**config.mk**
```make
export PLATFORM = sky130hd
export DESIGN_NAME = seq_right_shifter
export DESIGN_NICKNAME = d
export VERILOG_FILES = /design/src/rtl/shift_pkg.sv /design/src/rtl/shift_count_dn.sv /design/src/rtl/seq_right_shifter.sv
export SDC_FILE = /design/constraint.sdc
export NUM_CORES = 1
export LEC_CHECK = 0
export BUFFER_PORTS_ARGS = -buffer_cell sky130_fd_sc_hd__buf_2
export CORE_MARGIN = 10
export CORE_UTILIZATION = 50
export CTS_BUF_LIST = sky130_fd_sc_hd__clkbuf_8 sky130_fd_sc_hd__clkbuf_16
export DETAILED_ROUTE_END_ITERATION = 10
export PLACE_DENSITY = 0.88
export REMOVE_ABC_BUFFERS = 1
export SYNTH_ARGS = -nofsm -noshare
export SYNTH_HDL_FRONTEND = slang
export SYNTH_SLANG_ARGS = --single-unit
```
**constraint.sdc**
```tcl
create_clock -name clk -period 3.3 [get_ports clk]
set_input_delay 0.495 -clock clk [delete_from_list [all_inputs] [get_ports clk]]
set_output_delay 0.495 -clock clk [all_outputs]
set_load 0.03 [all_outputs]
```
**src/rtl/shift_pkg.sv**
```systemverilog
// Shared shift definitions: FSM state encoding and shift-amount width helper.
// Also used by the ALU shift path.
package shift_pkg;

  typedef enum logic [1:0] {
    S_IDLE  = 2'd0,
    S_SHIFT = 2'd1,
    S_DONE  = 2'd2
  } state_e;

  function automatic int shw_of(input int n);
    return $clog2(n);
  endfunction

endpackage

```
**src/rtl/shift_count_dn.sv**
```systemverilog
// Loadable down-counter tracking the remaining shift steps.
// Flags the last step so the FSM can leave SHIFT on that edge.
module shift_count_dn #(
  parameter int W = 5
) (
  input  logic         clk,
  input  logic         rst_n,
  input  logic         i_load,
  input  logic [W-1:0] i_load_val,
  input  logic         i_en,
  output logic         o_cnt_is_one
);

  logic [W-1:0] r_cnt;

  always_ff @(posedge clk or negedge rst_n) begin
    if (!rst_n)      r_cnt <= '0;
    else if (i_load) r_cnt <= i_load_val;
    else if (i_en)   r_cnt <= r_cnt - 1'b1;
  end

  assign o_cnt_is_one = (r_cnt == W'(1));

endmodule

```
**src/rtl/seq_right_shifter.sv**
```systemverilog
// Sequential right shifter: one bit per clock, logical or arithmetic fill.
// Fill bit is frozen at accept time from the captured operand's sign.
module seq_right_shifter
  import shift_pkg::*;
#(
  parameter  int N   = 32,
  localparam int SHW = shw_of(N)
) (
  input  logic           clk,
  input  logic           rst_n,
  input  logic           start,
  input  logic [N-1:0]   a,
  input  logic [SHW-1:0] shamt,
  input  logic           arith,
  output logic           busy,
  output logic           done,
  output logic [N-1:0]   result
);

  state_e       r_state;
  state_e       w_next;
  logic [N-1:0] r_shreg;
  logic         r_fill;
  logic         w_accept;
  logic         w_cnt_is_one;

  shift_count_dn #(.W(SHW)) u_cnt (
    .clk          (clk),
    .rst_n        (rst_n),
    .i_load       (w_accept),
    .i_load_val   (shamt),
    .i_en         (r_state == S_SHIFT),
    .o_cnt_is_one (w_cnt_is_one)
  );

  always_comb begin
    w_next   = r_state;
    w_accept = 1'b0;
    case (r_state)
      S_IDLE: begin
        if (start) begin
          w_accept = 1'b1;
          w_next   = (shamt == '0) ? S_DONE : S_SHIFT;
        end
      end
      S_SHIFT: if (w_cnt_is_one) w_next = S_DONE;
      S_DONE:  w_next = S_IDLE;
      default: w_next = S_IDLE;
    endcase
  end

  always_ff @(posedge clk or negedge rst_n) begin
    if (!rst_n) begin
      r_state <= S_IDLE;
      r_shreg <= '0;
      r_fill  <= 1'b0;
    end else begin
      r_state <= w_next;
      if (w_accept) begin
        r_shreg <= a;
        r_fill  <= arith & a[N-1];
      end else if (r_state == S_SHIFT) begin
        r_shreg <= {r_fill, r_shreg[N-1:1]};
      end
    end
  end

  assign busy   = (r_state != S_IDLE);
  assign done   = (r_state == S_DONE);
  assign result = r_shreg;

endmodule

```
# == Word-level counts from Yosys, hierarchy flattened ==
# Index checks and enable logic that the tools add are counted.
# word_totals
register_bits,40
inputBits,41
# classes
n_addsub,1
n_eq_ne,5
n_mux,10
bitwise_logic,1
n_reduce_logical,5
# ops
cell,n
$mux W32,2
$mux W5,2
$mux W2,3
$eq A5 B1 Y1 const B,1
$logic_not A5 Y1,1
$sub A5 B1 Y5 const B,1
$ne A2 B2 Y1 const B,2
$pmux W2 S2,1
$reduce_bool A2 Y1,2
$eq A2 B1 Y1 const B,1
$eq A2 B2 Y1 const B,1
$logic_not A2 Y1,1
$mux W1,2
$reduce_and A2 Y1,1
$and A1 B1 Y1,1

# == Depth between registers and ports, before layout ==
# logic_depth
depth_word,4
depth_mapped,6
mapped_depth_nobuf,5

# == Cells and area by module ==
# Synthesis repeated with hierarchy kept, for this count alone.
# unflattened
hier_cells,185
area_unflattened_um2,1819.2
# by_module_without_submodules
mod,instances,cells_each,area_each_um2
seq_right_shifter,1,156,1519.0
shift_count_dn,1,29,300.3

# == Worst setup path before layout ==
# Ideal clock, no wire load.
# synth_path
kind,register -> output
start,register r_state[1]
end,output port done
t_arrival_ps,1235
required_time_ps,2805
setup_slack_ps,1570
stages_incl_launch_ff,4
path_buffers,2
path_cell_list,dfrtp_1 > buf_2 > clkbuf_1 > nor2b_1
# synth_between
elab_chain_cells,1
# synth_lines
element,line_no,source
from (decl),seq_right_shifter.sv:20,state_e r_state;
from (signal assigned),seq_right_shifter.sv:58,r_state <= w_next;
$eq A2 B2 Y1,seq_right_shifter.sv:69,assign done = (r_state == S_DONE);
to (decl),seq_right_shifter.sv:16,"output logic done,"
# No other way between the ends.

# == Worst setup path in the final report ==
# Ends and elaborated chain as after synthesis.

==> metrics.csv <==
metric;value;unit
die width;86.0;um
WL/cell;17.1;um
endpoints failing hold;0;
CP Launch Type;register;
R2R setup slack;1.25;ns
Cells after Synth;235;
CTS sink cnt;40;
Residual DRC;0;
EDFF count, synth;0;
post-synthesis sequential area ratio;46.0;%
period utilization;68.9;%
Critical Path Sink;done;
max incr delay on CP;0.72;ns
relative max-transition margin;41.4;%
R2R Path End;u_cnt.r_cnt[4]$_DFFE_PN0P_;
status;complete, no violations;
Cell Chain, Critical Path;buf_4 > nor2b_1 > buf_2;
share of cells above drive strength 1;31.3;%
clk_skew;0.00497;ns
post_cts resized;0;
Layout area overhead;23.4;%
Mapped Area;0.00217;mm2
global placer's final weighted congestion;0.751;
DR vias/cell;5.80;
latest clock arrival within the worst-skew pair;0.29;ns
Post-DP HPWL;4340;um
critical path depth;3;
Slowest-stage cell, CP;dfrtp_1;
pwr dens;990;mW/mm2
Root Driver;clkbuf_8;
top_reg_cell synth;dfrtp_1;
count of final setup violators;0;
leak pwr;0.00125;uW
Post-CTS Setup Repair Bufs;0;
CTS Buf Count;5;
Buf/Inv on CP;2;
maximum vdd drop;557;uV
CTS tree;yes;
worst reg2reg path depth;5;
global-route wire length before repair;10000;um
Starting Density;52.8;%
Post-CTS Hold Buffers;0;
Critical Path Source;r_state[1]$_DFFE_PN0P_;
clock buffer depth;2;
syn_area_per_cell;9.25;um2
Worst-path clk slew;0.08;ns
vias in the first global route;2162;
post-synth cell types;32;
#FFs+latches synth;40;
Sum Neg Setup Slack;0;ns
GRT Resource Usage Total;16.2;%
n_diodes;0;
row cnt;23;
H-tree depth;2;
CP Class;reg -> out;
most common cell after layout, fill and taps aside;buf_2;
crit path DAT;1.78;ns
most frequent cells in the layout;74 x buf_2, 40 x dfrtp_1, 36 x a21oi_1, 35 x nor2b_1, 33 x o21ai_0;
Worst EP required;2.80;ns
reg-to-reg critical path startpoint;r_state[1]$_DFFE_PN0P_;
Hold WS;0.318;ns
I/O Buffers;74;
Routed WL;5990;um
antenna violations before repair;0;
core area;0.00412;mm2
fmax;440;MHz
Async S/R FF share, synth;100;%
Final ANT Viol Nets;0;
vias after detailed routing;2029;
Final #Nets;343;
Critical Path End Type;output port;
Max Cap Viol;0;
gr ovfl total;0;
RSZ-0062 raised after global routing;no;
Die H;86.0;um
# IOs;75;
worst-path fanout max;28;
Tmin final;2.27;ns
utilization after layout;65.2;%
Hold Crit Class;in -> async;
die area;0.00739;mm2
drt pass-1 iters;4;
Fill cells;369;
Syn. warnings;0;
Worst path top cell family by delay;flip-flops;
Starting DRT DRC Count;140;
final-report max-slew violation count;0;
actual slew at the worst max-slew pin;0.879;ns
largest net degree at the start of global routing;41;
==> worst register-to-register path, delay by kind of cell (launching register included) <==
kind | cells | cell delay [ns]
AND/OR/NAND/NOR | 1 | 0.11
flip-flops | 1 | 0.72
AO/OA/AOI/OAI | 2 | 0.53
buffers and inverters | 2 | 0.63
==> report_power, final <==
group          switching, uW  total, uW  internal, uW
sequential               211        919           708
combinational            815       1270           459
clock                    166        464           298
==> synthesized netlist by cell type, types with 2 or more instances <==
cell / count / area share [%]
o21ai_0: 33 / 7.6
a22oi_1: 32 / 11
o21ai_1: 2 / 0.46
dfrtp_1: 40 / 46
clkbuf_1: 11 / 1.9
nor3_1: 3 / 0.69
nor2b_1: 37 / 11
inv_1: 5 / 0.86
buf_2: 10 / 2.3
a21oi_1: 36 / 8.3
nand2_1: 2 / 0.35
o22ai_1: 3 / 0.86
ha_1: 2 / 1.2
==> per-stage QoR <==
step	cells	instance area (um2)	setup WS, ns	total power, uW
global placement	343	2550	1.41	2150
CTS	350	2680	1.04	2680
global route	350	2680	0.875	2850
finish	350	2680	1.03	2660
floorplan	213	2070	0.739	1760
detailed placement	343	2550	1.31	2210
==> layer usage <==
layer	share of wire (%)	global-route usage, %	up-vias
met3	7.6	5.20	9
met1	41	18.3	965
li1	-	-	983
met2	50	28.0	72
met5	0	0	-
met4	1.1	5.54	0
==> state kept, by name, indices dropped and copies added, names as in the netlist <==
name	flops
u_cnt.r_cnt	5
result	32
r_fill	1
r_state	2
==> layout make-up <==
| type | instances | area (um2) | area share (%) |
|---|---|---|---|
| clock buffers | 5 | 68.8 | 2.56 |
| clock inverters | 2 | 60.1 | 2.24 |
| inverters | 5 | 18.8 | 0.699 |
| multi-input cells | 168 | 1060 | 39.4 |
| flip-flops and latches | 40 | 1000 | 37.3 |
| well taps | 50 | 62.6 | 2.33 |
| repair buffers | 80 | 415 | 15.5 |
==> logic make-up after synthesis <==
group,count (synthesis),share of synthesized area (%)
compound gates,113,31.6
simple gates,52,15.2
flops,40,46.0
buf+inv,27,5.58
fa+ha+maj,2,1.15
mux,1,0.460
==> worst min-delay path by stage <==
stage | endpoint | cells past startpoint
6_report | result[24]$_DFFE_PN0P_ | 1
5_1_grt | result[27]$_DFFE_PN0P_ | 1
4_1_cts | result[27]$_DFFE_PN0P_ | 1
3_5_place_dp | r_fill$_DFFE_PN0P_ | 2
3_3_place_gp | r_fill$_DFFE_PN0P_ | 2
2_1_floorplan | r_fill$_DFFE_PN0P_ | 0
Note: power is estimated with default switching activity, not from simulation.
